File: config.mk
export PLATFORM = sky130hd
export DESIGN_NAME = serial_subtractor
export DESIGN_NICKNAME = d
export VERILOG_FILES = /design/src/rtl/serial_subtractor.sv
export SDC_FILE = /design/constraint.sdc
export NUM_CORES = 1
export LEC_CHECK = 0
export CAP_MARGIN = 25
export CELL_PAD_IN_SITES_DETAIL_PLACEMENT = 1
export CELL_PAD_IN_SITES_GLOBAL_PLACEMENT = 1
export CORE_AREA = 2 2 76 78
export DETAILED_ROUTE_END_ITERATION = 7
export DIE_AREA = 0 0 78 80
export HOLD_SLACK_MARGIN = 0.15
export PLACE_DENSITY = 0.78
export SYNTH_ARGS = -nofsm -noshare
export SYNTH_HDL_FRONTEND = slang
export SYNTH_SLANG_ARGS = --single-unit
File: constraint.sdc
create_clock -name clk -period 1.5 [get_ports clk]
set_input_delay 0.3 -clock clk [delete_from_list [all_inputs] [get_ports clk]]
set_output_delay 0.3 -clock clk [all_outputs]
set_load 0.005 [all_outputs]
File: src/rtl/serial_subtractor.sv
// ============================================================================
// serial_subtractor : bit-serial D = A - B - Bin, LSB first, start/busy/done.
// Rev 1.0
// ============================================================================
`default_nettype none

module serial_subtractor #(
    parameter int WIDTH = 8,
    parameter int CNT_W = $clog2(WIDTH + 1)
) (
    input  logic             clk,
    input  logic             rst_n,
    input  logic             start,
    input  logic [WIDTH-1:0] inA,
    input  logic [WIDTH-1:0] inB,
    input  logic             inBin,
    output logic             busy,
    output logic             done,
    output logic [WIDTH-1:0] outD,
    output logic             outB,
    output logic             outZ
);

    typedef enum logic [1:0] {
        S_IDLE  = 2'd0,
        S_SHIFT = 2'd1,
        S_DONE  = 2'd2
    } state_t;

    localparam logic [CNT_W-1:0] c_last = CNT_W'(WIDTH - 1);

    state_t           state_q;
    logic [WIDTH-1:0] a_sh_q;
    logic [WIDTH-1:0] b_sh_q;
    logic [WIDTH-1:0] res_q;
    logic             borrow_q;
    logic [CNT_W-1:0] cnt_q;

    logic             w_a;
    logic             w_b;
    logic             w_diff;
    logic             borrow_d;
    logic [WIDTH-1:0] res_d;

    always_comb begin
        w_a      = a_sh_q[0];
        w_b      = b_sh_q[0];
        w_diff   = w_a ^ w_b ^ borrow_q;
        borrow_d = (~w_a & w_b) | (~(w_a ^ w_b) & borrow_q);
        res_d    = {w_diff, res_q[WIDTH-1:1]};
    end

    // The public result registers load only on the final SHIFT edge, so partial
    // sums never reach the outputs.
    always_ff @(posedge clk or negedge rst_n) begin
        if (!rst_n) begin
            state_q  <= S_IDLE;
            a_sh_q   <= '0;
            b_sh_q   <= '0;
            res_q    <= '0;
            borrow_q <= 1'b0;
            cnt_q    <= '0;
            busy     <= 1'b0;
            done     <= 1'b0;
            outD     <= '0;
            outB     <= 1'b0;
            outZ     <= 1'b1;
        end else begin
            case (state_q)
                S_IDLE: begin
                    if (start) begin
                        a_sh_q   <= inA;
                        b_sh_q   <= inB;
                        borrow_q <= inBin;
                        res_q    <= '0;
                        cnt_q    <= '0;
                        busy     <= 1'b1;
                        state_q  <= S_SHIFT;
                    end
                end
                S_SHIFT: begin
                    a_sh_q   <= a_sh_q >> 1;
                    b_sh_q   <= b_sh_q >> 1;
                    res_q    <= res_d;
                    borrow_q <= borrow_d;
                    cnt_q    <= cnt_q + CNT_W'(1);
                    if (cnt_q == c_last) begin
                        outD    <= res_d;
                        outB    <= borrow_d;
                        outZ    <= (res_d == '0);
                        done    <= 1'b1;
                        state_q <= S_DONE;
                    end
                end
                S_DONE: begin
                    done    <= 1'b0;
                    busy    <= 1'b0;
                    state_q <= S_IDLE;
                end
                default: begin
                    done    <= 1'b0;
                    busy    <= 1'b0;
                    state_q <= S_IDLE;
                end
            endcase
        end
    end

endmodule

`default_nettype wire

# [After elaboration in Yosys (flattened, before gate mapping)]
# Cells that the tools add are included.
[word_totals] register_bits=43 inputBits=20 out_inout_bits=12 elab_cells=50
[classes] addsub=1 eq_ne=4 n_mux=17 bitwise=9 n_reduce_logical=8
[op_table] op="$pmux W8 S2" n=3
[op_table] op="$mux W8" n=3
[op_table] op="$reduce_and A2 Y1" n=5
[op_table] op="$logic_not A8 Y1" n=1
[op_table] op="$pmux W4 S2" n=1
[op_table] op="$pmux W1 S2" n=3
[op_table] op="$add A4 B1 Y4 const B" n=1
[op_table] op="$eq A4 B3 Y1 const B" n=1
[op_table] op="$mux W2" n=2
[op_table] op="$mux W4" n=1
[op_table] op="$ne A2 B2 Y1 const B" n=2
[op_table] op="$not A1 Y1" n=4
[op_table] op="$pmux W2 S2" n=1
[op_table] op="$mux W1" n=3
[op_table] op="$and A1 B1 Y1" n=2
[op_table] op="$eq A2 B1 Y1 const B" n=1
[op_table] op="$logic_not A2 Y1" n=1
[op_table] op="$reduce_bool A2 Y1" n=1
[op_table] op="$xor A1 B1 Y1" n=2
[op_table] op="$or A1 B1 Y1" n=1

# [Longest topological paths before layout]
[logic_depth] depth_word=5 ltp_mapped=5 depth_no_buf=5

# [Worst setup path after synthesis]
# Ideal clock, no wire load.
[synth_path] path_kind="register to register" start="register cnt_q[0]" end="register outD[2]" setup_time_ps=125 arrival_time_ps=1256 required_ps=1375 setup_slack_ps=119 path_stages_with_launch=6 n_path_buf=1 synth_period_minus_slack_ps=1381 path_cell_list="dfrtp_1 ha_1 nand2_1 nor3_4 buf_6 mux2_4"
[synth_via] elab_chain_cells=2
[synth_lines] item="from (decl)" line_no="37" text="logic [CNT_W-1:0] cnt_q;"
[synth_lines] item="from (signal assigned)" line_no="86" text="cnt_q <= cnt_q + CNT_W'(1);"
[synth_lines] item="$eq A4 B3 Y1" line_no="87" text="if (cnt_q == c_last) begin"
[synth_lines] item="$reduce_and A2 Y1 (no source line)"
[synth_lines] item="to (signal assigned)" line_no="88" text="outD <= res_d;"
[synth_lines] item="to (decl)" line_no="19" text="output logic [WIDTH-1:0] outD,"
# Every way passes these cells.
# A chain may end at the register's enable or synchronous reset.

# [Worst setup path after layout]
[layout_path] start="register cnt_q[0]" end="register outD[6]"
# The elaborated chain is that of the path after synthesis.

==> results by group <==
Run status
  • Failing checks: setup timing
  • Status: finished with violations

STA
  • Clk_skew: 0.00846 ns
  • Slew HR: 0.744
  • Setup slack after layout: -0.00828 ns
  • Post-Route Setup TNS: -0.0143 ns
  • # setup viols final: 2
  • Min Hold Slack: around 0.44 ns
  • Final Max Tran Viols: 0
  • Tightest Pin Transition: 0.384 ns
  • RSZ-0062 raised after global routing: yes
  • Final Critical Period: roughly 1.5 ns
  • Fmax: 663 MHz
  • Final period util: 1.01
  • Hold Fails Final Rpt: 0

Cells and area
  • Most common cell after layout, fill and taps aside: dfrtp_1
  • N_diodes: 0
  • Commonest non-fill, non-tap cells in the layout: dfrtp_1 (41), buf_4 (24), clkdlybuf4s50_1 (22)
  • Final instance area: about 2700 um2
  • Layout overhead on the synthesized area: 42.0%
  • # nets final: between 200 and 250
  • Layout cells sized above 1: 0.240
  • Fillers: 583

Setup path
  • Crit path DAT: ~1.7 ns
  • CP Capture Type: flop
  • Delay-heaviest family, CP: flip-flops
  • Crit path kind: reg -> reg
  • Worst EP required: 1.70 ns
  • R2R cell count: 6
  • Slowest stage delay, CP: ~0.4 ns
  • Critical path peak fanout: 6
  • Worst-path cell chain: ha_4 > nand2_4 > nor3_4 > buf_12 > buf_8 > mux2_4
  • Worst R2R Setup Slack: -0.008 ns
  • WP buf/inv: 2
  • Startpoint types: flop
  • Slowest stage cell, crit path: dfrtp_1
  • Reg2reg end: outD[6]
  • FF-to-FF Start: cnt_q[0]

Route
  • DR iter-0 viols: 90
  • Top layer used by detailed routing: met4
  • 1st-pass router iterations: 4
  • Detailed Route WL: between 4 and 5 mm
  • Routed met3 length: 166 um
  • Antenna-violating nets left: 0
  • Metal-1 WL: 2.09 mm
  • Avg Vias per Cell: 5.13
  • Detailed-route DRC error count: 0
  • Met2 WL: 2.49 mm
  • DR WL/cell: 16.2 um
  • Routed via count: 1,524

Die
  • Initial Util: 0.356
  • Core Region: 5410 um2
  • Num ports: 32
  • DIE WIDTH: approximately 80 um
  • Num rows: 27
  • Die height: ~80 um
  • Die Area: 6240 um2

Worst hold path
  • Hold WC Path Type: in -> async

Placement
  • Final HPWL DP: 3.19 mm
  • Placed Area: 2400 um2
  • Routability cong.: roughly 0.75
  • Port Buffers: 31

CTS
  • CTS root buf: clkbuf_8
  • Reg clk slew, reported paths: 0.09 ns
  • H-tree levels: 2
  • CTS Buf Count: 5
  • CTS sink count: 42
  • Worst-skew pair later-pin latency: 0.31 ns
  • CTS tree: done
  • Worst-case clock buffer depth: 2

Yosys
  • YS warnings: 0
  • Syn_area_per_cell: approximately 12 um2
  • Syn Nets: about 190
  • Yosys reg bits: 42
  • Mapped Cells: 167
  • EDFF count, synth: 0
  • Main synth FF type: dfrtp_1
  • Async set-reset flop share out of synthesis: 1.00
  • Synthesized cell area: 1920 um2
  • Post-synth cell types: 30
  • Register area share after synthesis: 0.547

Global routing
  • Tot GR Track Use: 0.159
  • Vias in the first global route: 1,562
  • Initial antenna violation count: 0
  • Remaining Overflow, GRT: 0
  • Largest net degree at the start of global routing: 28
  • First-pass GRT wire length: 7.68 mm

Flow run
  • Max Cap Viol: 0

Pwr
  • VDD IR-drop max: 0.649 mV
  • Pleak: between 1 and 1.5 nW
  • PD cells: 2020 nW/um2
==> flip-flops by register name, summed over array words and instances, names as in the netlist <==
signal and cells:
busy 1, outZ 1, outB 1, state_q 2, cnt_q 4, done 1
res_q 7, b_sh_q 8, outD 8, a_sh_q 8, borrow_q 1
==> worst max path at each step <==
| stage | startpoint | slack [ns] | cells past startpoint | end |
|---|---|---|---|---|
| CTS | outD[2] | 0.001 | 1 | outD[2] |
| global placement | start | -0.03 | 5 | b_sh_q[6] |
| finish | cnt_q[0] | -0.008 | 6 | outD[6] |
| floorplan | cnt_q[0] | 0.12 | 5 | outD[2] |
| global route | cnt_q[0] | -0.08 | 6 | outD[6] |
| detailed placement | start | -0.14 | 5 | borrow_q |
==> power breakdown <==
part	leakage [nW]	total [mW]	switching, mW	internal (mW)
combinational	0.678	2.41	1.01	1.41
sequential	0.536	2.03	0.409	1.62
clock	0.0683	1.08	0.418	0.667
total	1.28	5.53	1.83	3.69
==> synth_stat cells (4+ instances only) <==
| cell | instances | share of area |
|---|---|---|
| nor2b_1 | 11 | 0.036 |
| dfrtp_1 | 41 | 0.53 |
| a22oi_1 | 15 | 0.059 |
| nand2_1 | 6 | 0.012 |
| o21ai_0 | 16 | 0.042 |
| nor2_1 | 4 | 0.0078 |
| buf_2 | 5 | 0.013 |
| inv_1 | 5 | 0.0098 |
| mux2_4 | 6 | 0.047 |
| a22o_1 | 9 | 0.041 |
| a21oi_1 | 15 | 0.039 |
| and2b_1 | 6 | 0.023 |
==> per-layer routing <==
layer / track usage / vias up
met5: 0 / -
met4: 0.0614 / 0
met3: 0.0385 / 9
met2: 0.270 / 29
met1: 0.197 / 773
li1: - / 713
==> repair_timing <==
action | in CTS | in global routing
hold buffers | 1 | 0
setup buffers | 1 | 13
endpoints found under the hold margin | 14 | 0
gates resized for setup | 1 | 17
gates cloned | 0 | 0
pin swaps | 0 | 2
setup endpoints to repair | 8 | 19
==> metrics by stage <==
stage               cells  worst slack, ns  total power, mW   util
floorplan             167            0.119             3.22      -
global placement      274          -0.0276             4.02  0.445
detailed placement    274           -0.137             4.14  0.445
CTS                   284          0.00130             5.27  0.473
global route          297          -0.0804             5.92  0.505
finish                297         -0.00828             5.53  0.505
==> cell type report <==
class | instances | area (um2) | share of cell area
clock buffer | 5 | 68.8 | 0.0252
clock inverter | 3 | 68.8 | 0.0252
inverter | 5 | 18.8 | 0.00687
multi-input combinational | 109 | 825 | 0.302
sequential | 42 | 1050 | 0.385
tap | 72 | 90.1 | 0.0330
timing repair buffer | 61 | 607 | 0.222
==> cell families (layout without fill, tap and decap cells) <==
| logic type | count (synthesis) | in the layout | share of synthesized area |
|---|---|---|---|
| compound gates | 63 | 63 | 0.211 |
| flops | 42 | 42 | 0.547 |
| mux | 11 | 11 | 0.0748 |
| buf+inv | 16 | 74 | 0.0436 |
| fa+ha+maj | 2 | 2 | 0.0169 |
| simple gates | 33 | 33 | 0.107 |
(Power assumes the default switching activity.)
